**src/rtl/pc_gen.sv**
```systemverilog
// Program-counter generator for the IF stage: picks flush / pending branch / live branch /
// sequential next address, parks a branch seen under stall, and flags misaligned targets.
module pc_gen #(
  parameter int                ADDR_W   = 32,
  parameter logic [ADDR_W-1:0] RESET_PC = '0,
  parameter int                STEP     = 4,
  parameter int                STALL_W  = 6
) (
  input  logic              clk,
  input  logic              rst,
  input  logic [STALL_W-1:0] stall,
  input  logic              flush,
  input  logic [ADDR_W-1:0] new_pc,
  input  logic              branch_flag_i,
  input  logic [ADDR_W-1:0] branch_target_address_i,
  input  logic              fetch_ready,
  output logic [ADDR_W-1:0] pc,
  output logic              ce,
  output logic              fetch_valid,
  output logic              misalign_o,
  output logic [ADDR_W-1:0] misalign_addr_o
);

  // state | meaning
  // IDLE  | out of reset, memory disabled, first edge enables fetch
  // RUN   | fetching, no branch pending
  // HOLD  | branch seen while pc not accepted; target parked in pend_addr_q
  typedef enum logic [1:0] {IDLE, RUN, HOLD} state_t;

  localparam logic [ADDR_W-1:0] STEP_V     = ADDR_W'(STEP);
  localparam logic [ADDR_W-1:0] ALIGN_MASK = ADDR_W'(STEP - 1);

  state_t            state_q, state_d;
  logic [ADDR_W-1:0] pc_q, pc_d;
  logic [ADDR_W-1:0] pend_addr_q, pend_addr_d;
  logic [ADDR_W-1:0] mis_addr_q, mis_addr_d;
  logic              ce_q, ce_d;
  logic              mis_q, mis_d;
  logic              adv;
  logic              redirect;
  logic [ADDR_W-1:0] target;
  logic              unused_stall;

  // only the IF-stage bit of the stall vector matters here
  assign unused_stall = ^stall;

  assign fetch_valid = ce_q & ~stall[0] & ~flush;
  assign adv         = fetch_valid & fetch_ready;

  always_ff @(posedge clk) begin
    if (rst) begin
      state_q     <= IDLE;
      pc_q        <= RESET_PC;
      pend_addr_q <= '0;
      mis_addr_q  <= '0;
      ce_q        <= 1'b0;
      mis_q       <= 1'b0;
    end else begin
      state_q     <= state_d;
      pc_q        <= pc_d;
      pend_addr_q <= pend_addr_d;
      mis_addr_q  <= mis_addr_d;
      ce_q        <= ce_d;
      mis_q       <= mis_d;
    end
  end

  always_comb begin
    state_d     = state_q;
    pc_d        = pc_q;
    pend_addr_d = pend_addr_q;
    mis_addr_d  = mis_addr_q;
    ce_d        = ce_q;
    mis_d       = 1'b0;
    redirect    = 1'b0;
    target      = pc_q;

    unique case (state_q)
      IDLE: begin
        state_d = RUN;
        ce_d    = 1'b1;
      end
      RUN: begin
        if (flush) begin
          redirect = 1'b1;
          target   = new_pc;
        end else if (adv && branch_flag_i) begin
          redirect = 1'b1;
          target   = branch_target_address_i;
        end else if (adv) begin
          pc_d = pc_q + STEP_V;
        end else if (branch_flag_i) begin
          state_d     = HOLD;
          pend_addr_d = branch_target_address_i;
        end
      end
      HOLD: begin
        if (flush) begin
          redirect = 1'b1;
          target   = new_pc;
          state_d  = RUN;
        end else if (adv) begin
          // the parked branch outranks a branch arriving in the same cycle
          redirect = 1'b1;
          target   = pend_addr_q;
          state_d  = RUN;
        end else if (branch_flag_i) begin
          pend_addr_d = branch_target_address_i;
        end
      end
      default: state_d = IDLE;
    endcase

    if (redirect) begin
      pc_d = target & ~ALIGN_MASK;
      if (|(target & ALIGN_MASK)) begin
        mis_d      = 1'b1;
        mis_addr_d = target;
      end
    end
  end

  assign pc              = pc_q;
  assign ce              = ce_q;
  assign misalign_o      = mis_q;
  assign misalign_addr_o = mis_addr_q;

endmodule

```
**config.mk**
```make
export PLATFORM = sky130hd
export DESIGN_NAME = pc_gen
export DESIGN_NICKNAME = d
export VERILOG_FILES = /design/src/rtl/pc_gen.sv
export SDC_FILE = /design/constraint.sdc
export NUM_CORES = 1
export LEC_CHECK = 0
export CAP_MARGIN = 20
export CORE_UTILIZATION = 43
export CTS_CLUSTER_DIAMETER = 100
export DETAILED_ROUTE_END_ITERATION = 10
export HOLD_SLACK_MARGIN = 0.12
export PLACE_DENSITY = 0.8
export SLEW_MARGIN = 20
export SYNTH_ARGS = -nofsm -noshare
export SYNTH_HDL_FRONTEND = slang
export SYNTH_SLANG_ARGS = --single-unit
```
**constraint.sdc**
```tcl
create_clock -name clk -period 2.2 [get_ports clk]
set_input_delay 0.22 -clock clk [delete_from_list [all_inputs] [get_ports clk]]
set_output_delay 0.22 -clock clk [all_outputs]
set_load 0.02 [all_outputs]
```
After elaboration in Yosys (flattened, before gate mapping). Cells that the tools add are included. Widths: inputs -> output; s select.

Register bits: 100.

$add $sub $neg: 1. Bitwise operators: 7. Reductions and logical operators: 13. Equal/unequal tests: 10. Mux-type cells: 29.

Operator list (count): $mux 32 (14); $pmux 32 s2 (2); $add 32x3->32 const B (1); $mux 2 (6); $ne 2x2->1 const B (6); $reduce_and 4->1 (3); $pmux 2 s3 (1); $reduce_bool 2->1 (3); $reduce_or 2->1 (3); $mux 1 (5); $reduce_and 5->1 (1); $not 1->1 (4); $and 1x1->1 (3); $ne 3x3->1 const B (1); $eq 2x1->1 const B (1); $eq 2x2->1 const B (1); $logic_not 2->1 (1); $ne 2x1->1 const B (1); $pmux 1 s2 (1); $reduce_and 2->1 (1); $logic_and 1x1->1 (1).

Logic depth before layout (Yosys ltp).
Depth after elaboration: 10. Depth in mapped cells: 12. Mapped depth without buffers: 8.

Worst setup path before layout. OpenSTA, ideal clock, no wires.

Path kind: flip-flop to flip-flop. Start: register state_q[1]. End: register mis_addr_q[8], in the netlist misalign_addr_o[8]. Library setup time: 0.132 ns. Arrival: 2.018 ns. Slack: 0.050 ns. Cell stages (with the launch flop): 13. Cell sequence: dfxtp_1 > inv_1 > ha_1 > buf_2 > o31a_1 > o21ai_1 > buf_2 > a21o_1 > and2_1 > buf_4 > buf_4 > nor2_1 > nor3_1.

Cells in the longest elaborated chain, start to end: 4. Elaborated cells on any way between the ends: 6.

RTL lines: from (decl) (line 33) `state_t state_q, state_d;`; from (signal assigned) (line 59) `state_q <= state_d;`; $eq 2x2->1 or $eq 2x1->1 (tied branches) (line 78) `unique case (state_q)`; $pmux 32 s2 (line 78); $reduce_or 2->1 (line 116) `if (|(target & ALIGN_MASK)) begin`; $reduce_and 2->1 (no line); to (signal assigned) (line 62) `mis_addr_q <= mis_addr_d;`; to (decl) (line 36) `logic [ADDR_W-1:0] mis_addr_q, mis_addr_d;`.

Several ways; a longest one is shown, not always the timed one. A chain may end at the register's enable or synchronous reset.

Worst setup path in the final report.
Start: register state_q[1]. End: register pc_q[22], in the netlist pc[22].

Cells in the longest elaborated chain, start to end: 4. Elaborated cells on any way between the ends: 10.

RTL lines: $eq 2x2->1 or $eq 2x1->1 (tied branches) (line 78); $pmux 1 s2 (line 78); $ne 2x2->1 (no line) (tied with other cells); $reduce_and 4->1 (no line); to (signal assigned) (line 60) `pc_q <= pc_d;`; to (decl) (line 34) `logic [ADDR_W-1:0] pc_q, pc_d;`.

Several ways; a longest one is shown, not always the timed one.

==> summary.txt <==
Outcome
  • Status: finished, final reports clean

Critical path
  • Crit start category: flip-flop
  • Crit Path Max Fanout: 6
  • Setup crit start: state_q[1]$_SDFFE_PP0P_
  • Slowest stage delay, CP: between 0.3 and 0.4 ns
  • Crit Path Class: flip-flop to flip-flop
  • Worst r2r src: state_q[1]$_SDFFE_PP0P_
  • CP Buf/Inv Count: 4
  • CP Cell Sequence: inv_1 > ha_2 > buf_4 > inv_2 > buf_12 > nor3_4 > nand4_1 > or3_1 > xor2_1 > a211oi_2
  • CP Data Arrival Time: 2.42 ns
  • Critical Path End Type: flip-flop
  • CP max stage cell: dfxtp_2
  • CP top delay family: simple AND/OR/NAND/NOR gates
  • WP data required: ~2.5 ns

Synthesis
  • Post-synth EDFFs: 0
  • Fraction of synthesized cell area taken by the top area cell type: 35.4%
  • Synth area leader: dfxtp_1
  • Yosys reg bits: 98
  • Mux contribution to synthesized area: about 3.7%
  • Post-synthesis async set-or-reset flop share: 0%
  • Synth Area in Simple Gates: roughly 26%
  • Post-Synth XOR/XNOR Area: between 2 and 3%
  • Ys flop type: dfxtp_1
  • Synth top area cells: dfxtp_1, nand2_1, a21oi_1, nor2_1, a211oi_1
  • Mapped Area: 0.00555 mm2
  • Largest family of logic cells by synthesized area: simple AND/OR/NAND/NOR gates
  • Yosys cell types: 69
  • Syn Area/Cell: ~7.7 um2
  • Adder-cell share of the synthesized area: ~1.1%
  • Post-synthesis compound-gate area fraction: between 20% and 30%
  • Sequential area share after synthesis: 35.4%
  • Ys Warns: 0
  • Mapped Cells: 719

Die
  • Starting density of the core: between 40% and 50%
  • FP Rows: between 40 and 50
  • Die Wd: between 100 and 150 um
  • Die Span Y: around 120 um
  • Die ar.: 0.0134 mm2
  • Core area: 0.0126 mm2
  • I/O Pins: roughly 140

GRT
  • Total grt overflow: 0
  • First-pass GRT wire length: between 30 and 40 mm
  • Largest net degree at the start of global routing: between 50 and 60
  • Gr usage total: 29.9%
  • Number of global-route vias before repair: 5778
  • Antenna violations before repair: 0

Finish
  • Most frequent cells in the layout: nand2_1, clkdlybuf4s50_1, buf_4
  • Area of the multi-input gates: between 0.003 and 0.004 mm2
  • Antenna diodes: 0
  • # nets final: around 1000
  • Final Instance Area: 0.00815 mm2
  • Layout cells sized above 1: around 18%
  • FF/Latch Area: between 0.0015 and 0.002 mm2
  • Synthesis-to-finish area growth: 46.9%
  • Fill count: roughly 1100
  • Commonest non-fill, non-tap cell in the layout: nand2_1

Placement
  • I/O Buffers: roughly 130
  • Post-DP HPWL: around 15 mm
  • Final Wtd Congestion: between 0.9 and 1
  • DP Area: a little under 0.008 mm2

STA
  • Setup violators final: 0
  • Unrepaired setup endpoints after global routing: yes
  • Setup TNS: 0 ns
  • Final period utilization: 97.4%
  • Minimum clock period: 2.14 ns
  • Relative slew slack: about three fifths
  • Worst Tran Pin Value: 0.619 ns
  • Max Freq: 0.467 GHz
  • Final Hold Vio Count: 0
  • Max Slew Vio Count: 0
  • Fin Clk Skew: a little over 0.005 ns

Clock network
  • Worst-path clk slew: approximately 0.07 ns
  • TritonCTS buffer count: 9
  • Clock root buffer: clkbuf_16
  • Worst-Skew Late Latency: between 0.3 and 0.4 ns
  • H-tree level count: 3
  • TritonCTS Sinks: just under 100
  • CTS Hold Bufs: 0
  • Maximum root-to-sink buffer count: 2
  • TritonCTS clock tree: done

Routing
  • Pre-antenna DRT Iters: 6
  • DRC: 0
  • Vias per inst: about 5.9
  • Antenna viol nets, final: 0
  • DR WL/cell: 18.4 um
  • Routed wire length: ~20 mm
  • Detailed-route via count: around 6400
  • First DRT Iteration DRCs: about 700

Run
  • Max cap viols: 0

Min path
  • Hold WC Path Type: input pin to flip-flop
  • Hold path start: rst

Power and ir drop
  • Maximum VDD drop: roughly 0.34 mV
  • Pwr Density: ~680 mW/mm2
  • Leak: around 0.003 uW
[per-layer routing]
metal	vias to the layer above	global-route usage (%)	share of wire, %
li1	2989	-	-
met4	0	11.2	2.7
met3	48	5.86	10
met5	-	0	0
met1	2971	40.8	42
met2	401	46.7	45
[cell families after synthesis]
logic type                 after synthesis
xor gates and xnor gates                17
DFF                                     98
buffers and inverters                   69
and+or+nand+nor                        294
adders and majority gates                5
AOI/OAI and AO/OA                      215
other                                    1
muxes                                   20
[through the flow]
stage	setup slack, ns	hold WS (ns)	util, %	power [uW]	instances
4_1_cts	0.0287	0.255	63.6	5500	1087
2_1_floorplan	0.0503	0.356	-	3010	720
3_3_place_gp	-0.122	0.439	61.2	3900	1073
3_5_place_dp	-0.167	0.445	61.2	3920	1073
5_1_grt	-0.0521	0.283	64.6	5790	1091
6_report	0.0576	0.268	64.6	5580	1091
[path summary, 6_finish.rpt]
path                                        to  slack (ns)  depth (start not counted)
hold reg to reg   pend_addr_q[23]$_SDFFE_PP0P_        0.45                          2
hold / removal             pc[27]$_SDFFE_PP0P_        0.27                          2
setup reg to reg           pc[22]$_SDFFE_PP0P_        0.06                         10
setup / recovery           pc[22]$_SDFFE_PP0P_        0.06                         10
[sequential cells by signal (all words and copies together), names as in the netlist]
| name | flops |
|---|---|
| state_q | 2 |
| pc | 30 |
| ce | 1 |
| pend_addr_q | 32 |
| misalign_o | 1 |
| misalign_addr_o | 32 |
[power by group]
part | switching (uW) | internal (uW) | total (uW)
registers | 124 | 1930 | 2050
logic | 1040 | 885 | 1920
clock network | 700 | 902 | 1600
total | 1860 | 3710 | 5580
[cells in the mapped netlist, types with 3 or more instances]
cell type and number:
a211oi_1 24, or3_1 5, nand2_1 139, ha_1 5, o211ai_1 7, and3_1 8, buf_2 17, mux2i_1 14
buf_6 4, clkbuf_1 27, a221o_1 14, o22ai_1 7, buf_1 4, nor2_1 57, xnor2_1 8, inv_1 7
buf_4 8, xor2_1 9, a21oi_1 91, and2_1 7, a21o_1 4, nand3b_1 3, nand3_1 18, nand4_1 13
a31oi_1 11, o221ai_1 5, nand2b_1 4, nor3_1 16, mux2_2 6, and4_1 3, dfxtp_1 98, o21ai_0 16
nor4_2 3, a221oi_1 4, a22oi_1 6, o21a_1 4
[cell type report]
class	count	area share, %
Inverter	9	0.414
Tap cell	172	2.64
Multi-Input combinational cell	553	40.7
Clock inverter	4	0.660
Sequential cell	98	24.1
Clock buffer	10	2.93
Timing Repair Buffer	245	28.5
[timing repair]
| action | in CTS | in global routing |
|---|---|---|
| gates cloned | 0 | 2 |
| endpoints found under the setup margin | 20 | 47 |
| setup buffers | 0 | 2 |
| pin swaps | 0 | 0 |
| resized for setup | 4 | 13 |
| hold endpoints to repair | 0 | 0 |
No activity file was read; power rests on OpenSTA's default activity.
